**config.mk**
```make
export PLATFORM = sky130hd
export DESIGN_NAME = mdu
export DESIGN_NICKNAME = d
export VERILOG_FILES = /design/src/rtl/cpu_types_pkg.sv /design/src/rtl/mdu_fixup.sv /design/src/rtl/mdu.sv
export SDC_FILE = /design/constraint.sdc
export NUM_CORES = 1
export LEC_CHECK = 0
export CAP_MARGIN = 0
export CORE_ASPECT_RATIO = 1.2
export CORE_MARGIN = 3
export CORE_UTILIZATION = 50
export CTS_CLUSTER_SIZE = 25
export DETAILED_ROUTE_END_ITERATION = 16
export PLACE_DENSITY = 0.7
export RECOVER_POWER = 25
export SLEW_MARGIN = 20
export SYNTH_ARGS = -nofsm -noshare
export SYNTH_HDL_FRONTEND = slang
export SYNTH_SLANG_ARGS = --single-unit
```
**constraint.sdc**
```tcl
create_clock -name CLK -period 4.6 [get_ports CLK]
set_input_delay 1.15 -clock CLK [delete_from_list [all_inputs] [get_ports CLK]]
set_output_delay 1.15 -clock CLK [all_outputs]
set_load 0.05 [all_outputs]
```
**src/rtl/cpu_types_pkg.sv**
```systemverilog
// Shared CPU types: machine word plus multiply/divide unit opcodes and FSM states.
package cpu_types_pkg;

  localparam int WORD_W = 32;
  typedef logic [WORD_W-1:0] word_t;

  typedef enum logic [1:0] {
    MDU_MULT  = 2'd0,
    MDU_MULTU = 2'd1,
    MDU_DIV   = 2'd2,
    MDU_DIVU  = 2'd3
  } mdu_op_t;

  typedef enum logic [1:0] {
    IDLE = 2'd0,
    CALC = 2'd1,
    FIX  = 2'd2,
    DONE = 2'd3
  } mdu_state_t;

  localparam int MDU_STEPS = WORD_W;

  function automatic logic mdu_is_div(input mdu_op_t op);
    return (op == MDU_DIV) || (op == MDU_DIVU);
  endfunction

  function automatic logic mdu_is_signed(input mdu_op_t op);
    return (op == MDU_MULT) || (op == MDU_DIV);
  endfunction

endpackage

```
**src/rtl/mdu_fixup.sv**
```systemverilog
// Combinational sign restoration of the unsigned multiply/divide result.
module mdu_fixup
  import cpu_types_pkg::*;
#(
  parameter int WIDTH = WORD_W
) (
  input  logic               is_div,
  input  logic               sgn,
  input  logic               neg_a,
  input  logic               neg_b,
  input  logic [2*WIDTH-1:0] acc,
  output logic [WIDTH-1:0]   hi,
  output logic [WIDTH-1:0]   lo
);
  logic               neg_res;
  logic [2*WIDTH-1:0] prod;
  logic [WIDTH-1:0]   quot;
  logic [WIDTH-1:0]   rem;

  always_comb begin
    neg_res = sgn && (neg_a ^ neg_b);
    prod    = neg_res ? -acc : acc;
    quot    = neg_res ? -acc[WIDTH-1:0] : acc[WIDTH-1:0];
    // remainder follows the dividend's sign (truncating division)
    rem     = (sgn && neg_a) ? -acc[2*WIDTH-1:WIDTH] : acc[2*WIDTH-1:WIDTH];
    hi      = is_div ? rem  : prod[2*WIDTH-1:WIDTH];
    lo      = is_div ? quot : prod[WIDTH-1:0];
  end
endmodule

```
**src/rtl/mdu.sv**
```systemverilog
// Iterative radix-2 multiply/divide unit owning the HI/LO registers.
module mdu
  import cpu_types_pkg::*;
#(
  parameter int WIDTH = WORD_W
) (
  input  logic             CLK,
  input  logic             nRST,
  input  logic             start,
  input  mdu_op_t          op,
  input  logic [WIDTH-1:0] a,
  input  logic [WIDTH-1:0] b,
  input  logic             flush,
  output logic             busy,
  output logic             done,
  output logic [WIDTH-1:0] hi,
  output logic [WIDTH-1:0] lo,
  output logic             div_zero
);
  localparam int CNT_W = $clog2(WIDTH) + 1;
  localparam logic [CNT_W-1:0] LAST_STEP = CNT_W'(WIDTH - 1);

  mdu_state_t         state_reg;
  logic [CNT_W-1:0]   cnt_reg;
  logic               is_div_reg, sgn_reg, neg_a_reg, neg_b_reg, dz_reg;
  logic [WIDTH-1:0]   opnd_reg;
  logic [2*WIDTH-1:0] acc_reg;
  logic               busy_reg, done_reg, div_zero_reg;
  logic [WIDTH-1:0]   hi_reg, lo_reg;

  logic               op_div, op_sgn, b_zero;
  logic [WIDTH-1:0]   mag_a, mag_b;
  logic [WIDTH:0]     mul_sum, trial;
  logic [2*WIDTH-1:0] mul_next, div_next;
  logic [WIDTH-1:0]   fix_hi, fix_lo;

  assign busy     = busy_reg;
  assign done     = done_reg;
  assign hi       = hi_reg;
  assign lo       = lo_reg;
  assign div_zero = div_zero_reg;

  always_comb begin
    op_div = mdu_is_div(op);
    op_sgn = mdu_is_signed(op);
    b_zero = (b == '0);
    mag_a  = (op_sgn && a[WIDTH-1]) ? -a : a;
    mag_b  = (op_sgn && b[WIDTH-1]) ? -b : b;
  end

  // One step of shift-add multiply and of restoring divide over acc_reg.
  always_comb begin
    mul_sum  = {1'b0, acc_reg[2*WIDTH-1:WIDTH]} + (acc_reg[0] ? {1'b0, opnd_reg} : '0);
    mul_next = {mul_sum, acc_reg[WIDTH-1:1]};
    trial    = acc_reg[2*WIDTH-1:WIDTH-1] - {1'b0, opnd_reg};
    div_next = trial[WIDTH] ? {acc_reg[2*WIDTH-2:0], 1'b0}
                            : {trial[WIDTH-1:0], acc_reg[WIDTH-2:0], 1'b1};
  end

  mdu_fixup #(.WIDTH(WIDTH)) u_fixup (
    .is_div (is_div_reg),
    .sgn    (sgn_reg),
    .neg_a  (neg_a_reg),
    .neg_b  (neg_b_reg),
    .acc    (acc_reg),
    .hi     (fix_hi),
    .lo     (fix_lo)
  );

  always_ff @(posedge CLK) begin
    if (!nRST) begin
      state_reg    <= IDLE;
      cnt_reg      <= '0;
      is_div_reg   <= 1'b0;
      sgn_reg      <= 1'b0;
      neg_a_reg    <= 1'b0;
      neg_b_reg    <= 1'b0;
      dz_reg       <= 1'b0;
      opnd_reg     <= '0;
      acc_reg      <= '0;
      busy_reg     <= 1'b0;
      done_reg     <= 1'b0;
      div_zero_reg <= 1'b0;
      hi_reg       <= '0;
      lo_reg       <= '0;
    end else begin
      case (state_reg)
        IDLE: begin
          if (start && !flush) begin
            state_reg  <= CALC;
            busy_reg   <= 1'b1;
            cnt_reg    <= '0;
            is_div_reg <= op_div;
            sgn_reg    <= op_sgn;
            neg_a_reg  <= op_sgn && a[WIDTH-1];
            neg_b_reg  <= op_sgn && b[WIDTH-1];
            dz_reg     <= op_div && b_zero;
            opnd_reg   <= op_div ? mag_b : mag_a;
            // a divide by zero parks the raw dividend here for the HI result
            acc_reg    <= op_div ? {{WIDTH{1'b0}}, (b_zero ? a : mag_a)}
                                 : {{WIDTH{1'b0}}, mag_b};
          end
        end
        CALC: begin
          if (flush) begin
            state_reg <= IDLE;
            busy_reg  <= 1'b0;
          end else if (dz_reg) begin
            state_reg <= FIX;
          end else begin
            acc_reg <= is_div_reg ? div_next : mul_next;
            cnt_reg <= cnt_reg + 1'b1;
            if (cnt_reg == LAST_STEP) state_reg <= FIX;
          end
        end
        FIX: begin
          if (flush) begin
            state_reg <= IDLE;
            busy_reg  <= 1'b0;
          end else begin
            hi_reg    <= dz_reg ? acc_reg[WIDTH-1:0] : fix_hi;
            lo_reg    <= dz_reg ? '1 : fix_lo;
            if (is_div_reg) div_zero_reg <= dz_reg;
            state_reg <= DONE;
            done_reg  <= 1'b1;
            busy_reg  <= 1'b0;
          end
        end
        DONE: begin
          done_reg  <= 1'b0;
          state_reg <= IDLE;
        end
        default: state_reg <= IDLE;
      endcase
    end
  end
endmodule

```
* After elaboration in Yosys (flattened, before gate mapping)
Index checks and enable logic that the tools add are counted.
** Storage, ports and cells
- Bits in registers :: 176
- Input bits :: 70
- Output and inout bits :: 67
- Logic and storage cells :: 92
** Cells by class
- $add $sub $neg :: 8
- Equal/unequal tests :: 12
- Mux-type cells :: 34
- Bitwise gates (word level) :: 2
- Reductions and logical operators :: 22
** Operators with widths (number)
- two-way mux 32 bit :: 12
- two-way mux 64 bit :: 6
- negator 32 bit :: 4
- case mux 64 bit (2 select lines) :: 1
- negator 64 bit :: 1
- adder 32 x 32 -> 33 bit :: 1
- subtractor 33 x 32 -> 33 bit :: 1
- logical NOT 32 bit :: 1
- two-way mux 6 bit :: 3
- case mux 6 bit (2 select lines) :: 1
- two-way mux 2 bit :: 5
- != test 2 bit, second input constant :: 5
- equality test 2 bit, second input constant :: 4
- case mux 2 bit (4 select lines) :: 1
- AND reduction 2 bit :: 4
- adder 6 x 1 -> 6 bit, second input constant :: 1
- equality test 6 x 5 -> 1 bit, second input constant :: 1
- logical AND 1 bit :: 6
- AND reduction 3 bit :: 2
- logical NOT 2 bit :: 2
- != test 4 bit, second input constant :: 1
- AND reduction 4 bit :: 1
- nonzero test 2 bit :: 2
- two-way mux 1 bit :: 3
- 8 further kinds :: 9

* Depth between registers and ports, before layout
Gate-level depths: netlist of run 1.
- Depth in word-level cells :: 8
- Depth in mapped cells :: 14
- Mapped depth without buffers :: 13

* Cells and area by module
From an unflattened synthesis of run 1, not the netlist that was laid out.
** Second synthesis, totals
- Cells, all modules :: 2046
- Area total of the unflattened synthesis :: 15396.0 um^2
** Modules (own cells, without submodules)
- mdu :: times used 1, cells an instance 1749, area an instance 13416.6 um^2, sequential area each 3523.4 um^2
- mdu_fixup :: times used 1, cells an instance 297, area an instance 1979.4 um^2, sequential area each 0.0 um^2

* Worst setup path before layout of run 1
Ideal clock, no wire load.
- Path type :: input-to-reg
- Start point :: input a[1]
- End point :: register opnd_reg[28]
- Setup time :: 134 ps
- Arrival :: 3474 ps
- Data required time :: 4466 ps
- Setup slack :: 992 ps
- Stages :: 11
- Cell sequence :: inv_1 ha_1 or4b_1 or4_4 nor4_4 a31oi_2 a21oi_2 xor2_1 nor2_1 a211oi_1 a211oi_1
** Between the ends
- Cells in the longest elaborated chain, start to end :: 3
** Ends and longest elaborated chain
- start: declaration :: RTL line mdu.sv:11 : input logic [WIDTH-1:0] a,
- negator 32 bit :: RTL line mdu.sv:47 : mag_a = (op_sgn && a[WIDTH-1]) ? -a : a;
- two-way mux 32 bit :: RTL line mdu.sv:47
- two-way mux 32 bit :: RTL line mdu.sv:98 : opnd_reg <= op_div ? mag_b : mag_a;
- end signal: assignment :: RTL line mdu.sv:98
- end: declaration :: RTL line mdu.sv:26 : logic [WIDTH-1:0] opnd_reg;
No other way between the ends.
A chain may end at the register's enable or synchronous reset.

* Worst setup path after layout of run 1
- Start point :: input flush
- End point :: register hi_reg[8] (netlist: hi[8])
** Between the ends
- Cells in the longest elaborated chain, start to end :: 2
** Ends and longest elaborated chain
- start: declaration :: RTL line mdu.sv:13 : input logic flush,
- inverter 1 bit (no line)
- AND reduction 2 bit (no line)
- end signal: assignment :: RTL line mdu.sv:121 : hi_reg <= dz_reg ? acc_reg[WIDTH-1:0] : fix_hi;
- end: declaration :: RTL line mdu.sv:29 : logic [WIDTH-1:0] hi_reg, lo_reg;
No other way between the ends.

==> results of run 1 <==
-- final cells by class --
cell class                 instances  area (µm²)  area share (%)
multi-input combinational       1650       10400            60.5
sequential                       176        3530            20.5
timing repair buffer             211        1920            11.1
tap                              385         482            2.80
clock buffer                      19         453            2.63
inverter                          70         263            1.52
clock inverter                    13         171           0.995
-- Yosys cell counts, types with 25 or more instances --
library cell,number
o211ai_1,41
dfxtp_1,176
nand3_1,49
a21oi_1,237
inv_1,69
nor2_1,202
mux2i_1,44
nand2_1,194
a21o_1,27
a211oi_1,26
xnor2_1,106
clkbuf_1,121
nor3_1,43
xor2_1,81
or3_1,25
o21ai_0,174
o21ai_1,26
ha_1,73
-- power by group --
group          switching, mW  leakage [nW]  internal [mW]
registers              0.151          1.43           1.61
logic                   1.10          5.11          0.635
clock network          0.715         0.301          0.855
-- worst max-delay path, cell delays in order --
cell and delay (ns):
dlygate4sd3_1 0.66, nor2b_1 1.35, clkbuf_1 0.79, nand3_1 0.27, o221ai_1 0.23
-- per-layer routing --
metal  share of wire, %  vias to the layer above
met5                  0                        -
met4                5.8                        0
met1                 39                     7556
met3                8.1                      154
li1                   -                     7513
met2                 47                      785
-- worst paths after layout --
kind	startpoint	end	slack (ns)	depth (start not counted)
max	flush	hi[8]$_SDFFE_PN0P_	0.51	5
min	opnd_reg[3]$_SDFFE_PN0P_	opnd_reg[3]$_SDFFE_PN0P_	0.46	2
max reg2reg	acc_reg[0]$_SDFFE_PN0P_	acc_reg[58]$_SDFFE_PN0P_	0.67	14
min reg2reg	opnd_reg[3]$_SDFFE_PN0P_	opnd_reg[3]$_SDFFE_PN0P_	0.46	2
-- cell usage in the layout (no fill, tap or decap), types with 68 or more instances in the layout --
| cell | synthesis | final |
|---|---|---|
| dfxtp_1 | 176 | 174 |
| o21ai_0 | 174 | 174 |
| clkdlybuf4s50_1 | 0 | 88 |
| a21oi_1 | 237 | 237 |
| xor2_1 | 81 | 81 |
| ha_1 | 73 | 73 |
| nor2_1 | 202 | 199 |
| nand2_1 | 194 | 194 |
| xnor2_1 | 106 | 106 |
| inv_1 | 69 | 68 |
| buf_4 | 1 | 71 |
-- metrics by stage --
step	utilization, %	setup slack [ns]	hold slack, ns
6_report	59.7	0.506	0.456
5_1_grt	59.7	0.268	0.481
4_1_cts	59.8	0.736	0.459
3_5_place_dp	57.7	0.315	0.449
3_3_place_gp	57.7	0.377	0.443
2_1_floorplan	-	0.992	0.432
-- cells by family after synthesis --
group	Yosys count	share of synthesized area [%]
multiplexers	50	3.45
flip-flops	176	23.9
AO/OA/AOI/OAI	706	29.5
AND/OR/NAND/NOR	632	20.2
buffers and inverters	206	5.32
XOR/XNOR	187	11.1
adder cells (fa/ha/maj)	75	6.48
==> out/metrics.cfg, run 1 <==
[synth]
yosys_warnings=0
yosys.area.top_type=dfxtp_1
synth_top_area_share_pct=23.9
synth_seq_cells=176
synth.area.top_cells=dfxtp_1, a21oi_1, xnor2_1
async_flop_share_pct=0
syn_inst=2032
synthesis.area_mm2=0.0147
syn-num-nets=2177
ys.flop_type=dfxtp_1
syn_avg_cell_area_um2=7.24
synth-seq-area-share_pct=23.9
synth_cell_types=73
synth_edf_count=0

[cells_and_area]
area_growth_pct=17.1
nFillCells=2662
final_layout_size_suffix_gt1_share_pct=6.87
diodes=0
fin_cells=2524
largest_reg_flops=64
layout.nets=2271
fin_area_mm2=0.0172

[clocking]
htree_num_levels=4
cts_buffers=17
cts_root_buf=clkbuf_16
clk_pin_slew_ns=0.08
cts_tree=done
ctsHoldBuffers=0
cts.sinks=176
clkLatencyLatePin_ns=0.45
cts_buffer_depth=2
cts_resized=0
post_cts_buffers=0

[worst_setup_path]
required_ns=4.97
cp_max_fo=26
critical_path_arrival_ns=4.46
path_class=in2reg
end_kind=flip-flop
critPathLaunchType=primary input

[global_routing]
grt_use_met2_pct=55.0
grt_use_met3_pct=5.02
antenna_found_initial=0
grt_pass1_vias=14644
grtUsageTotal_pct=33.5
grt_max_degree=76
grt_busiest_layer=met2
grt_pass1_wl_um=83100
overflow=0
gr-usage-met1_pct=42.3

[sta]
min_period_over_period_pct=89.0
fmax_mhz=244
max_slew.worst_pin.slew_ns=1.75
relSlewSlack_pct=-16.9
fin_tns_setup_ns=0
finalMaxSlewViolations=59
rsz0062_at_grt=no
hold_viol=0
period_needed_ns=4.09
clock_skew_ns=0.0127
setup_viol=0

[placement]
placed_cell_area_mm2=0.0166
place_congestion=1.02
post-place-cells=2492
io_buffers=136
hpwl_um=41300

[floorplanning]
die_area_mm2=0.0315
io_pins=137
die_h_um=194
start_util_pct=51.0
core_area_mm2=0.0288
rows=68
fp.dieW_um=163

[outcome]
outcome=finished, violations left
violations=capacitance limit, slew limit

[detailed_routing]
vias=16008
avgRoutedWirePerCell_um=21.7
drc=0
drt_pass1_iterations=8
drtIter0Drc=1752
viasPerCell=6.34
detail-route-antenna-nets=0
drt-total-wl_um=54700

[worst_hold_path]
hold_class=reg2reg

[pwr]
power_density_mw_per_mm2=294
p_leak_nw=6.84
vdd_drop_max_mv=0.231
total_power_mw=5.07

[job]
drv_cap=2

No activity file was read; power rests on OpenSTA's default activity.
==> inputs of run 2 (changes only) <==
--- a/config.mk
+++ b/config.mk
@@ -11,6 +11,7 @@
 export CORE_UTILIZATION = 50
 export CTS_CLUSTER_SIZE = 25
 export DETAILED_ROUTE_END_ITERATION = 16
+export GPL_TIMING_DRIVEN = 1
 export PLACE_DENSITY = 0.7
 export RECOVER_POWER = 25
 export SLEW_MARGIN = 20
==> results of run 2 <==
The final DEF is identical to that of run 1; final timing and power are the same.
==> inputs of run 3 (changes only) <==
--- a/config.mk
+++ b/config.mk
@@ -7,12 +7,12 @@
 export LEC_CHECK = 0
 export CAP_MARGIN = 0
 export CORE_ASPECT_RATIO = 1.2
-export CORE_MARGIN = 3
-export CORE_UTILIZATION = 50
+export CORE_MARGIN = 4
+export CORE_UTILIZATION = 58
 export CTS_CLUSTER_SIZE = 25
 export DETAILED_ROUTE_END_ITERATION = 16
 export GPL_TIMING_DRIVEN = 1
-export PLACE_DENSITY = 0.7
+export PLACE_DENSITY = 0.79
 export RECOVER_POWER = 25
 export SLEW_MARGIN = 20
 export SYNTH_ARGS = -nofsm -noshare
==> out/metrics.cfg, run 3 (synthesis results as in run 1) <==
[outcome]
outcome=finished, violations left
violations=capacitance limit, slew limit

[placement]
dp_slack_ns=0.309  ; -0.00585 ns
place_congestion=1.00  ; -1.7%
hpwl_um=41700  ; +1.1%
post-place-cells=2421  ; -2.8%
io_buffers=136  ; unchanged

[floorplanning]
start_util_pct=59.3  ; +8.2 points
core_area_mm2=0.0248  ; -14%
fp.dieW_um=153  ; -5.7%
die_h_um=182  ; -5.9%
rows=63  ; -7.4%
io_pins=137  ; unchanged
die_area_mm2=0.0280  ; -11%

[pwr]
vdd_drop_max_mv=0.294  ; +27%
power_density_mw_per_mm2=294  ; about the same
p_leak_nw=6.77  ; -0.95%

[worst_setup_path]
required_ns=4.97  ; about the same
slowest_stage=clkbuf_1
cp_max_fo=50  ; +92%
slowest_delay_ns=1.72  ; +0.37 ns
r2r_cells=14  ; unchanged
r2r_start=acc_reg[0]$_SDFFE_PN0P_
critPathLaunchType=primary input
critical_path_arrival_ns=4.53  ; +0.07 ns
path_class=in2reg
critical_path.cell_chain=dlygate4sd3_1 -> inv_1 -> nand3_2 -> clkbuf_1 -> o21ai_0 -> nor2_1
end_kind=flip-flop
reg2reg_to=acc_reg[58]$_SDFFE_PN0P_
rrSetupSlack_ns=0.72  ; +0.05 ns

[sta]
finalMaxSlewViolations=80  ; +36%
min_period_over_period_pct=90.5  ; +1.5 points
fin_tns_setup_ns=0  ; unchanged
setup_viol=0  ; unchanged
fmax_mhz=240  ; -1.7%
period_needed_ns=4.16  ; +0.0712 ns
clock_skew_ns=0.0107  ; -0.00197 ns
relSlewSlack_pct=-61.3  ; -44 points
timing.final.ws_setup_ns=0.435  ; -0.0712 ns
hold_viol=0  ; unchanged
max_slew.worst_pin.slew_ns=2.42  ; +0.669 ns
rsz0062_at_grt=no

[global_routing]
antenna_found_initial=1  ; +1
grt_pass1_wl_um=85700  ; +3.1%
overflow=0  ; unchanged
grt_pass1_vias=15341  ; +4.8%
grt_max_degree=76  ; unchanged
grtUsageTotal_pct=38.2  ; +4.8 points

[detailed_routing]
drt_pass1_iterations=6  ; -2
drtIter0Drc=1847  ; +5.4%
drc=0  ; unchanged
vias=16083  ; +0.47%
detail-route-antenna-nets=0  ; unchanged
drt-total-wl_um=55500  ; +1.5%
viasPerCell=6.55  ; +3.3%
avgRoutedWirePerCell_um=22.6  ; +4.4%

[cells_and_area]
final_layout_size_suffix_gt1_share_pct=6.34  ; -0.53 points
area_growth_pct=15.9
final_cell_mix=a21oi_1, nor2_1, nand2_1
fin_cells=2454  ; -2.8%
final_common_cell=a21oi_1
nFillCells=2189  ; -18%
layout.nets=2260  ; -0.48%
largest_reg_flops=64  ; unchanged

[clocking]
clkLatencyLatePin_ns=0.44  ; about the same
cts_buffers=17  ; unchanged
ctsHoldBuffers=0  ; unchanged
cts.sinks=176  ; unchanged
cts_root_buf=clkbuf_16
clk_pin_slew_ns=0.08  ; about the same
cts_buffer_depth=2  ; unchanged
htree_num_levels=4  ; unchanged
cts_resized=0  ; unchanged
post_cts_buffers=0  ; unchanged
cts_tree=done

[worst_hold_path]
worstHoldPathCells=2  ; unchanged
worstHoldStart=opnd_reg[17]$_SDFFE_PN0P_
hold_path_end=opnd_reg[17]$_SDFFE_PN0P_
hold_class=reg2reg

[job]
drv_cap=2  ; unchanged

[run 3: cell count changes in the layout (fill, tap and decap cells not counted), moves of 2 or more]
| cell | previous run | this run |
|---|---|---|
| inv_6 | 3 | 5 |
| clkinv_2 | 0 | 2 |
| buf_4 | 71 | 57 |
| buf_12 | 1 | 3 |
[run 3: metrics by stage]
stage	hold slack, ns	area, µm²	total power, mW	util [%]
6_report	0.459	17100	5.02	68.7
5_1_grt	0.475	17100	5.22	68.7
4_1_cts	0.458	17100	4.96	68.8
3_5_place_dp	0.449	16500	3.49	66.4
3_3_place_gp	0.441	16500	3.46	66.4
2_1_floorplan	0.432	14700	2.86	-
[run 3: area by class of cell]
class	instances	area, µm²	share of cell area (%)
timing repair buffer	200	1860	10.9
antenna	1	2.50	0.0147
inverter	70	263	1.54
tap	325	407	2.38
clock inverter	13	141	0.829
sequential	176	3530	20.7
multi-input combinational	1650	10400	61.1
clock buffer	19	443	2.60
[run 3: critical path: cells and delay by family]
family / cells / cell delay [ns]
and+or+nand+nor: 2 / 0.35
buffers and inverters: 3 / 2.48
AOI/OAI and AO/OA: 1 / 0.54
[run 3: worst max-delay path by stage]
stage	slack, ns	depth (start not counted)	startpoint	to
floorplan	0.99	11	a[1]	opnd_reg[28]$_SDFFE_PN0P_
global placement	0.31	12	a[0]	opnd_reg[28]$_SDFFE_PN0P_
detailed placement	0.31	12	a[0]	opnd_reg[28]$_SDFFE_PN0P_
CTS	0.76	12	a[0]	opnd_reg[28]$_SDFFE_PN0P_
global route	0.26	6	flush	cnt_reg[3]$_SDFFE_PN0P_
finish	0.44	6	flush	cnt_reg[3]$_SDFFE_PN0P_
[run 3: power by group]
part | internal (mW) | leakage [nW] | switching (mW)
Sequential | 1.61 | 1.43 | 0.148
Clock | 0.784 | 0.288 | 0.710
Combinational | 0.641 | 5.06 | 1.13
[run 3: per-layer routing]
metal / vias to the layer above / global-route usage (%) / part of all wire (%)
li1: 7494 / - / -
met1: 7551 / 47.6 / 39
met2: 867 / 63.6 / 46
met3: 171 / 6.59 / 9.1
met4: 0 / 19.5 / 6.0
met5: - / 0 / 0
